--- src/rtl/instr_class_tracker.sv ---
// Carries the decoded func class through the post-Decode stages with bubbles and flush,
// exposes an in-flight class mask, and keeps saturating per-class retire counters.
module instr_class_tracker #(
  parameter  int FUNC_W    = 4,
  parameter  int NUM_CLASS = 9,
  parameter  int STAGES    = 3,
  parameter  int CNT_W     = 32,
  localparam int SEL_W     = $clog2(NUM_CLASS)
) (
  input  logic                     clk,
  input  logic                     reset_n,
  input  logic                     in_valid,
  input  logic [FUNC_W-1:0]        in_func,
  input  logic                     stall,
  input  logic                     flush,
  output logic [STAGES-1:0]        stage_valid,
  output logic [STAGES*FUNC_W-1:0] stage_func,
  output logic [NUM_CLASS-1:0]     inflight,
  output logic                     retire,
  input  logic [SEL_W-1:0]         cnt_sel,
  input  logic                     cnt_clr,
  output logic [CNT_W-1:0]         cnt_value
);

  logic [STAGES-1:0] vld_q, vld_d;
  logic [FUNC_W-1:0] fn_q [STAGES];
  logic [FUNC_W-1:0] fn_d [STAGES];
  logic [FUNC_W-1:0] in_cls;
  logic [FUNC_W-1:0] ret_fn;

  logic [CNT_W-1:0] cnt_q [NUM_CLASS];
  logic [CNT_W-1:0] cnt_d [NUM_CLASS];
  logic [CNT_W-1:0] rd_val;
  logic [CNT_W-1:0] cnt_value_q;

  // Out-of-range codes fold into OTHER
  assign in_cls = (32'(in_func) >= NUM_CLASS) ?
                  FUNC_W'(NUM_CLASS - 1) : in_func;

  always_comb begin
    vld_d = '0;
    for (int k = 0; k < STAGES; k++) begin
      fn_d[k] = '0;
    end
    if (in_valid && !stall && !flush) begin
      vld_d[0] = 1'b1;
      fn_d[0]  = in_cls;
    end
    // The last stage keeps advancing on flush so its occupant still retires
    for (int k = 1; k < STAGES; k++) begin
      if (!flush || k == STAGES - 1) begin
        vld_d[k] = vld_q[k-1];
        fn_d[k]  = fn_q[k-1];
      end
    end
  end

  always_ff @(posedge clk or negedge reset_n) begin
    if (!reset_n) begin
      vld_q <= '0;
      for (int k = 0; k < STAGES; k++) begin
        fn_q[k] <= '0;
      end
    end else begin
      vld_q <= vld_d;
      for (int k = 0; k < STAGES; k++) begin
        fn_q[k] <= fn_d[k];
      end
    end
  end

  always_comb begin
    stage_func = '0;
    inflight   = '0;
    for (int k = 0; k < STAGES; k++) begin
      stage_func[k*FUNC_W +: FUNC_W] = fn_q[k];
      for (int c = 0; c < NUM_CLASS; c++) begin
        if (vld_q[k] && 32'(fn_q[k]) == c) begin
          inflight[c] = 1'b1;
        end
      end
    end
  end

  assign stage_valid = vld_q;
  assign retire      = vld_q[STAGES-1];
  assign ret_fn      = fn_q[STAGES-1];

  // Clear beats a same-cycle retire; counts stick at all-ones
  always_comb begin
    for (int c = 0; c < NUM_CLASS; c++) begin
      cnt_d[c] = cnt_q[c];
      if (cnt_clr) begin
        cnt_d[c] = '0;
      end else if (retire && 32'(ret_fn) == c && cnt_q[c] != '1) begin
        cnt_d[c] = cnt_q[c] + CNT_W'(1);
      end
    end
  end

  always_comb begin
    rd_val = '0;
    for (int c = 0; c < NUM_CLASS; c++) begin
      if (32'(cnt_sel) == c) begin
        rd_val = cnt_q[c];
      end
    end
  end

  always_ff @(posedge clk or negedge reset_n) begin
    if (!reset_n) begin
      cnt_value_q <= '0;
      for (int c = 0; c < NUM_CLASS; c++) begin
        cnt_q[c] <= '0;
      end
    end else begin
      cnt_value_q <= rd_val;
      for (int c = 0; c < NUM_CLASS; c++) begin
        cnt_q[c] <= cnt_d[c];
      end
    end
  end

  assign cnt_value = cnt_value_q;

endmodule

--- config.mk ---
export PLATFORM = sky130hd
export DESIGN_NAME = instr_class_tracker
export DESIGN_NICKNAME = d
export VERILOG_FILES = /design/src/rtl/instr_class_tracker.sv
export SDC_FILE = /design/constraint.sdc
export NUM_CORES = 1
export LEC_CHECK = 0
export BUFFER_PORTS_ARGS = -buffer_cell sky130_fd_sc_hd__buf_2
export CAP_MARGIN = 30
export CORE_ASPECT_RATIO = 1.2
export CORE_UTILIZATION = 40
export DETAILED_ROUTE_END_ITERATION = 12
export GPL_TIMING_DRIVEN = 0
export PLACE_DENSITY_LB_ADDON = 0.15
export SLEW_MARGIN = 20
export SYNTH_ARGS = -nofsm -noshare
export SYNTH_HDL_FRONTEND = slang
export SYNTH_SLANG_ARGS = --single-unit
--- constraint.sdc ---
create_clock -name clk -period 2.5 [get_ports clk]
set_input_delay 0.375 -clock clk [delete_from_list [all_inputs] [get_ports clk]]
set_output_delay 0.375 -clock clk [all_outputs]
set_load 0.05 [all_outputs]
==> flow_metrics.env, run 1 <==
export IMPL_crit_path_cell_trace="or3b_4 > buf_4 > nor2_4 > a31oi_1 > nand2_1 > buf_6"
export IMPL_grt_setup_unrepaired="yes"
export IMPL_finalSetupTns_ns=-0.142
export IMPL_grt_max_degree=94
export IMPL_period_needed_ns=2.57
export IMPL_antenna_cells=0
export IMPL_dpl_hpwl_um=53400
export IMPL_final_nets=2477
export IMPL_start_util_pct=40.8
export IMPL_drc_errors=0
export IMPL_clkSlewWorstSetupHoldPaths_ns=0.06
export IMPL_avgRoutedWirePerCell_um=23.6
export IMPL_core_area_um2=48300
export IMPL_ant_nets=0
export IMPL_clock_sinks=335
export IMPL_yosysTopAreaCell="dfrtp_1"
export IMPL_clkLatencyLatePin_ns=0.58
export IMPL_grt_pass1_vias=18700
export IMPL_status="finished, violations left"
export IMPL_slowest_stage="or3b_4"
export IMPL_powerDensity_nw_per_um2=528
export IMPL_cp_end_kind="output port"
export IMPL_path_class="register to output port"
export IMPL_ys_top_cells_by_area="dfrtp_1, a21oi_1, o21ai_0"
export IMPL_critPathMaxFanout=5
export IMPL_gp_congestion=0.947
export IMPL_clk_root_buffer_cell="clkbuf_16"
export IMPL_htree_num_levels=2
export IMPL_clockBufferDepth=3
export IMPL_worst_ep_arrival_time_ns=2.19
export IMPL_hold_ws_ns=0.0286
export IMPL_violations="setup timing"
export IMPL_clock_fmax_mhz=390
export IMPL_drive_gt1_share_pct=16.6
export IMPL_dr_pass1_iters=5
export IMPL_fin_crit_sh_pct=103
export IMPL_overflow=0
export IMPL_layout_common_cells="dfrtp_1, a21oi_1, nand2_1"
export IMPL_numCtsBuffers=39
export IMPL_hp_class="input pin to register"
export IMPL_synthCells=2276
export IMPL_ys_seq_area_share_pct=42.5
export IMPL_wl_um=73500
export IMPL_hold_viol=0
export IMPL_power_w=0.0124
export IMPL_yosysWarnings=0
export IMPL_fin_area_um2=23600
export IMPL_cp_data_required_time_ns=2.12
export IMPL_die_area_um2=50200
export IMPL_p_leak_nw=9.15
export IMPL_crit_family="simple AND/OR/NAND/NOR gates"
export IMPL_max_stage_delay_ns=0.48
export IMPL_dpl_cell_area_um2=21000
export IMPL_area_delta_synth_final_pct=19.6
export IMPL_dieHeight_um=245
export IMPL_track_usage_pct=29.2
export IMPL_syn_area_um2=19700
export IMPL_setup_viol=6
export IMPL_io_pins=71
export IMPL_drv_cap=0
export IMPL_synth_top_cell_area_share_pct=42.5
export IMPL_num_vias=19800
export IMPL_port_buffers=69
export IMPL_finClkSkew_ns=0.0214
export IMPL_slew_violations=0
export IMPL_ir_worst_vdd_v=0.000430
export IMPL_grt_first_pass_wirelength_um=112000
export IMPL_grt_antenna_before_repair=0
export IMPL_synth_nets=2299
export IMPL_synth_area_per_cell_um2=8.66
export IMPL_synth_cell_types=74
export IMPL_startpoint_type="register"
export IMPL_dp_slack_ns=-1.02
export IMPL_synth_main_ff_cell="dfrtp_1"
export IMPL_drt_iter0_drc=1881
export IMPL_rows=88
export IMPL_max_slew_margin_pct=30.5
export IMPL_synthArstFlopShare_pct=100
export IMPL_synth_edf_count=0
export IMPL_die_w_um=205
export IMPL_ys_ff_latch=335
export IMPL_via_per_inst=6.35
export IMPL_tightest_slew_ns=1.04
export IMPL_fin_ws_ns=-0.0652
export IMPL_final_common_cell="dfrtp_1"
export IMPL_critPathBufInv=2
export IMPL_cts_tree="yes"
-- logic make-up after synthesis --
| group | after synthesis | share of synthesized area [%] |
|---|---|---|
| buf+inv | 179 | 3.57 |
| simple gates | 1020 | 29.2 |
| fa+ha+maj | 9 | 0.571 |
| compound gates | 654 | 20.1 |
| flops | 335 | 42.5 |
| mux | 34 | 1.97 |
| xor+xnor | 45 | 2.00 |
-- cell usage after synthesis, drive strengths merged (5+ instances only) --
cell type,number
nand2b,41
or4,76
nor3b,8
a31o,7
ha,9
or4b,6
nand4,87
or2,6
mux2,28
o311ai,5
and2,18
and4,44
clkbuf,129
o221ai,30
nand2,181
dfrtp,335
nor3,25
o211ai,5
a221o,5
inv,37
nor2b,47
or3,129
nand3,113
and3,29
nor4,39
a22oi,62
mux2i,5
buf,13
a21oi,259
nand4b,7
nor2,145
o21ai,166
nand3b,7
xnor2,33
o2111ai,7
a211oi,7
xor2,12
o31ai,66
-- flip-flops by register name (all words and copies together), names as in the netlist --
name and cells:
cnt_q 288, cnt_value 32, ret_fn 4, stage_func 8, stage_valid 3
-- per-layer routing --
layer | vias to the layer above | share of wire, % | global-route usage [%]
li1 | 8983 | - | -
met1 | 9779 | 41 | 38.1
met2 | 798 | 47 | 46.7
met3 | 201 | 6.4 | 4.14
met4 | 0 | 5.6 | 15.9
met5 | - | 0 | 0
-- stage by stage --
step	cells	utilization [%]
floorplan	2276	-
global placement	2975	43.1
detailed placement	2984	43.5
CTS	3081	47.6
global route	3110	48.8
finish	3110	48.8
-- worst register-to-register path, cell delays in order, from the launching register on --
cell     delay, ns
dfrtp_2       0.45
or3b_4        0.48
buf_6         0.15
nor4_4        0.37
o31ai_4       0.19
buf_4         0.18
or4_4         0.47
a21oi_2       0.14
-- worst paths after layout --
check	start	endpoint	slack (ns)	depth (start not counted)
hold / removal	in_func[3]	stage_func[3]	0.03	2
max in group asynchronous	reset_n	stage_valid[2]	0.92	4
hold reg to reg	stage_func[7]	ret_fn[3]	0.44	0
setup reg to reg	ret_fn[3]	cnt_q[185]	-0.02	7
setup / recovery	ret_fn[3]	inflight[3]	-0.07	6
min in group asynchronous	reset_n	cnt_q[211]	0.32	2
-- power by group --
| group | internal [W] | switching [W] | total, W |
|---|---|---|---|
| registers | 0.00547 | 0.0000188 | 0.00548 |
| clock network | 0.00362 | 0.00246 | 0.00608 |
| logic | 0.000185 | 0.000691 | 0.000876 |
| total | 0.00927 | 0.00317 | 0.0124 |
-- final cells by class --
class	instances	area, um2
Fill cell	4618	24800
Multi-Input combinational cell	1762	11200
Sequential cell	335	8400
Timing Repair Buffer	150	1120
Clock buffer	51	1100
Tap cell	630	788
Buffer	129	599
Clock inverter	16	225
Inverter	37	139
-- repair_timing --
item / 4_1_cts / 5_1_grt
gates resized for setup: 98 / 115
buffers inserted: 30 / 35
hold buffers: 5 / 0
endpoints found under the hold margin: 55 / 0
cloned: 0 / 0
pin swaps: 16 / 30
endpoints found under the setup margin: 282 / 191
(Power assumes the default switching activity.)
==> run 2: changes to the inputs <==
- ABC_AREA: default -> 1
==> flow_metrics.env, run 2 <==
export IMPL_drv_cap=0
export IMPL_fin_ws_ns=-0.0400
export IMPL_ant_nets=0
export IMPL_layout_common_cells="nand2_1, nor2_1, nand3_1"
export IMPL_synthCells=3801
export IMPL_area_delta_synth_final_pct=13.0
export IMPL_yosysWarnings=0
export IMPL_synth_common_cells="nand2_1, nor2_1, nand3_1"
export IMPL_antenna_cells=0
export IMPL_cp_data_required_time_ns=2.12
export IMPL_worst_ep_arrival_time_ns=2.17
export IMPL_synth_area_per_cell_um2=6.26
export IMPL_dp_slack_ns=-0.0489
export IMPL_ys_seq_area_share_pct=35.2
export IMPL_avgRoutedWirePerCell_um=19.5
export IMPL_clkLatencyLatePin_ns=0.60
export IMPL_hold_viol=0
export IMPL_io_pins=71
export IMPL_dpl_hpwl_um=72900
export IMPL_drive_gt1_share_pct=9.79
export IMPL_overflow=0
export IMPL_grt_first_pass_wirelength_um=141000
export IMPL_clk_root_buffer_cell="clkbuf_16"
export IMPL_slew_violations=0
export IMPL_clock_fmax_mhz=394
export IMPL_critPathMaxFanout=5
export IMPL_synth_cell_types=38
export IMPL_largest_register="cnt_q"
export IMPL_hp_class="input pin to register"
export IMPL_path_class="register to output port"
export IMPL_via_per_inst=5.22
export IMPL_synth_top_cell_area_share_pct=35.2
export IMPL_grt_pass1_vias=23400
export IMPL_track_usage_pct=30.7
export IMPL_final_nets=3950
export IMPL_gp_congestion=1.02
export IMPL_die_area_um2=60500
export IMPL_tightest_slew_ns=0.887
export IMPL_ir_worst_vdd_v=0.000525
export IMPL_cts_tree="yes"
export IMPL_num_vias=24800
export IMPL_dieHeight_um=269
export IMPL_cp_end_kind="output port"
export IMPL_htree_num_levels=2
export IMPL_grt_setup_unrepaired="yes"
export IMPL_rows=97
export IMPL_period_needed_ns=2.54
export IMPL_final_util_pct=45.9
export IMPL_fin_area_um2=26900
export IMPL_hold_ws_ns=0.0355
export IMPL_final_common_cell="nand2_1"
export IMPL_synthArstFlopShare_pct=100
export IMPL_dr_pass1_iters=6
export IMPL_grt_antenna_before_repair=0
export IMPL_synth_main_ff_cell="dfrtp_1"
export IMPL_clockBufferDepth=3
export IMPL_die_w_um=225
export IMPL_drc_errors=0
export IMPL_numCtsBuffers=43
export IMPL_yosysTopAreaCell="dfrtp_1"
export IMPL_setup_viol=2
export IMPL_synth_nets=3824
export IMPL_dpl_cell_area_um2=25200
export IMPL_finClkSkew_ns=0.0189
export IMPL_p_leak_nw=12.4
export IMPL_drt_iter0_drc=2099
export IMPL_core_area_um2=58600
export IMPL_grt_max_degree=93
export IMPL_synth_edf_count=0
export IMPL_port_buffers=70
export IMPL_violations="setup timing"
export IMPL_startpoint_type="register"
export IMPL_yosysMostFrequentCell="nand2_1"
export IMPL_wl_um=92600
export IMPL_placed_cells=4667
export IMPL_final_cell_count_no_fill=4754
export IMPL_syn_area_um2=23800
export IMPL_ys_top_cells_by_area="dfrtp_1, nand2_1, nor2_1"
export IMPL_clkSlewWorstSetupHoldPaths_ns=0.06
export IMPL_largest_reg_flops=288
export IMPL_clock_sinks=335
export IMPL_start_util_pct=40.6
export IMPL_max_slew_margin_pct=40.8
export IMPL_fin_crit_sh_pct=102
export IMPL_powerDensity_nw_per_um2=485
export IMPL_status="finished, violations left"
export IMPL_ys_ff_latch=335
run 2: path summary, 6_finish.rpt:
path | startpoint | endpoint | slack (ns) | depth (start not counted)
worst max-delay path | stage_valid[2] | inflight[5] | -0.04 | 5
worst min-delay path | in_func[3] | stage_func[0] | 0.04 | 4
max in group asynchronous | reset_n | cnt_q[73] | 1.15 | 3
worst max register to register | stage_valid[2] | cnt_q[42] | 0.14 | 7
min in group asynchronous | reset_n | cnt_q[182] | 0.39 | 2
worst min register to register | stage_func[5] | ret_fn[1] | 0.49 | 0
run 2: worst max-delay path, stage by stage (launching register included):
cell and delay (ns):
dfrtp_1 0.46, nand3_2 0.19, nor2_4 0.29, clkinvlp_4 0.26, nand2_1 0.13, clkbuf_4 0.23
run 2: power by group:
part	internal, W	switching [W]
combinational	0.000170	0.000606
clock	0.00407	0.00274
sequential	0.00544	0.0000102
run 2: cell type report:
type                    count  area, um2
fillers                  6278      31700
multi-input cells        3069      13600
flip-flops and latches    335       8390
clock buffers              59       1220
inverters                 274       1040
well taps                 792        991
plain buffers             123        820
repair buffers             81        536
clock inverters            21        307
run 2: timing repair:
| action | CTS | global route |
|---|---|---|
| buffers inserted | 0 | 1 |
| hold buffers | 6 | 0 |
| pin swaps | 1 | 1 |
| endpoints found under the hold margin | 86 | 0 |
| gates resized for setup | 11 | 11 |
| setup endpoints to repair | 14 | 17 |
run 2: through the flow:
stage / setup TNS, ns / total power, W
after floorplan: -0.600 / 0.00594
after global placement: -1965.79 / 0.00630
after detailed placement: -0.804 / 0.00632
after CTS: -0.0838 / 0.0132
after global routing: -0.116 / 0.0134
final: -0.0617 / 0.0130
run 2: kinds of logic after synthesis:
| family | share of synthesized area [%] |
|---|---|
| AND/OR/NAND/NOR | 51.9 |
| AO/OA/AOI/OAI | 1.78 |
| adder cells (fa/ha/maj) | 0.473 |
| XOR/XNOR | 2.87 |
| flip-flops | 35.2 |
| buffers and inverters | 7.79 |
run 2: metal layers:
metal | share of wire (%) | vias to the layer above | track usage (%)
met3 | 4.8 | 228 | 3.52
li1 | - | 12300 | -
met1 | 41 | 11500 | 38.1
met2 | 48 | 737 | 51.9
met5 | 0 | - | 0
met4 | 5.9 | 0 | 16.4
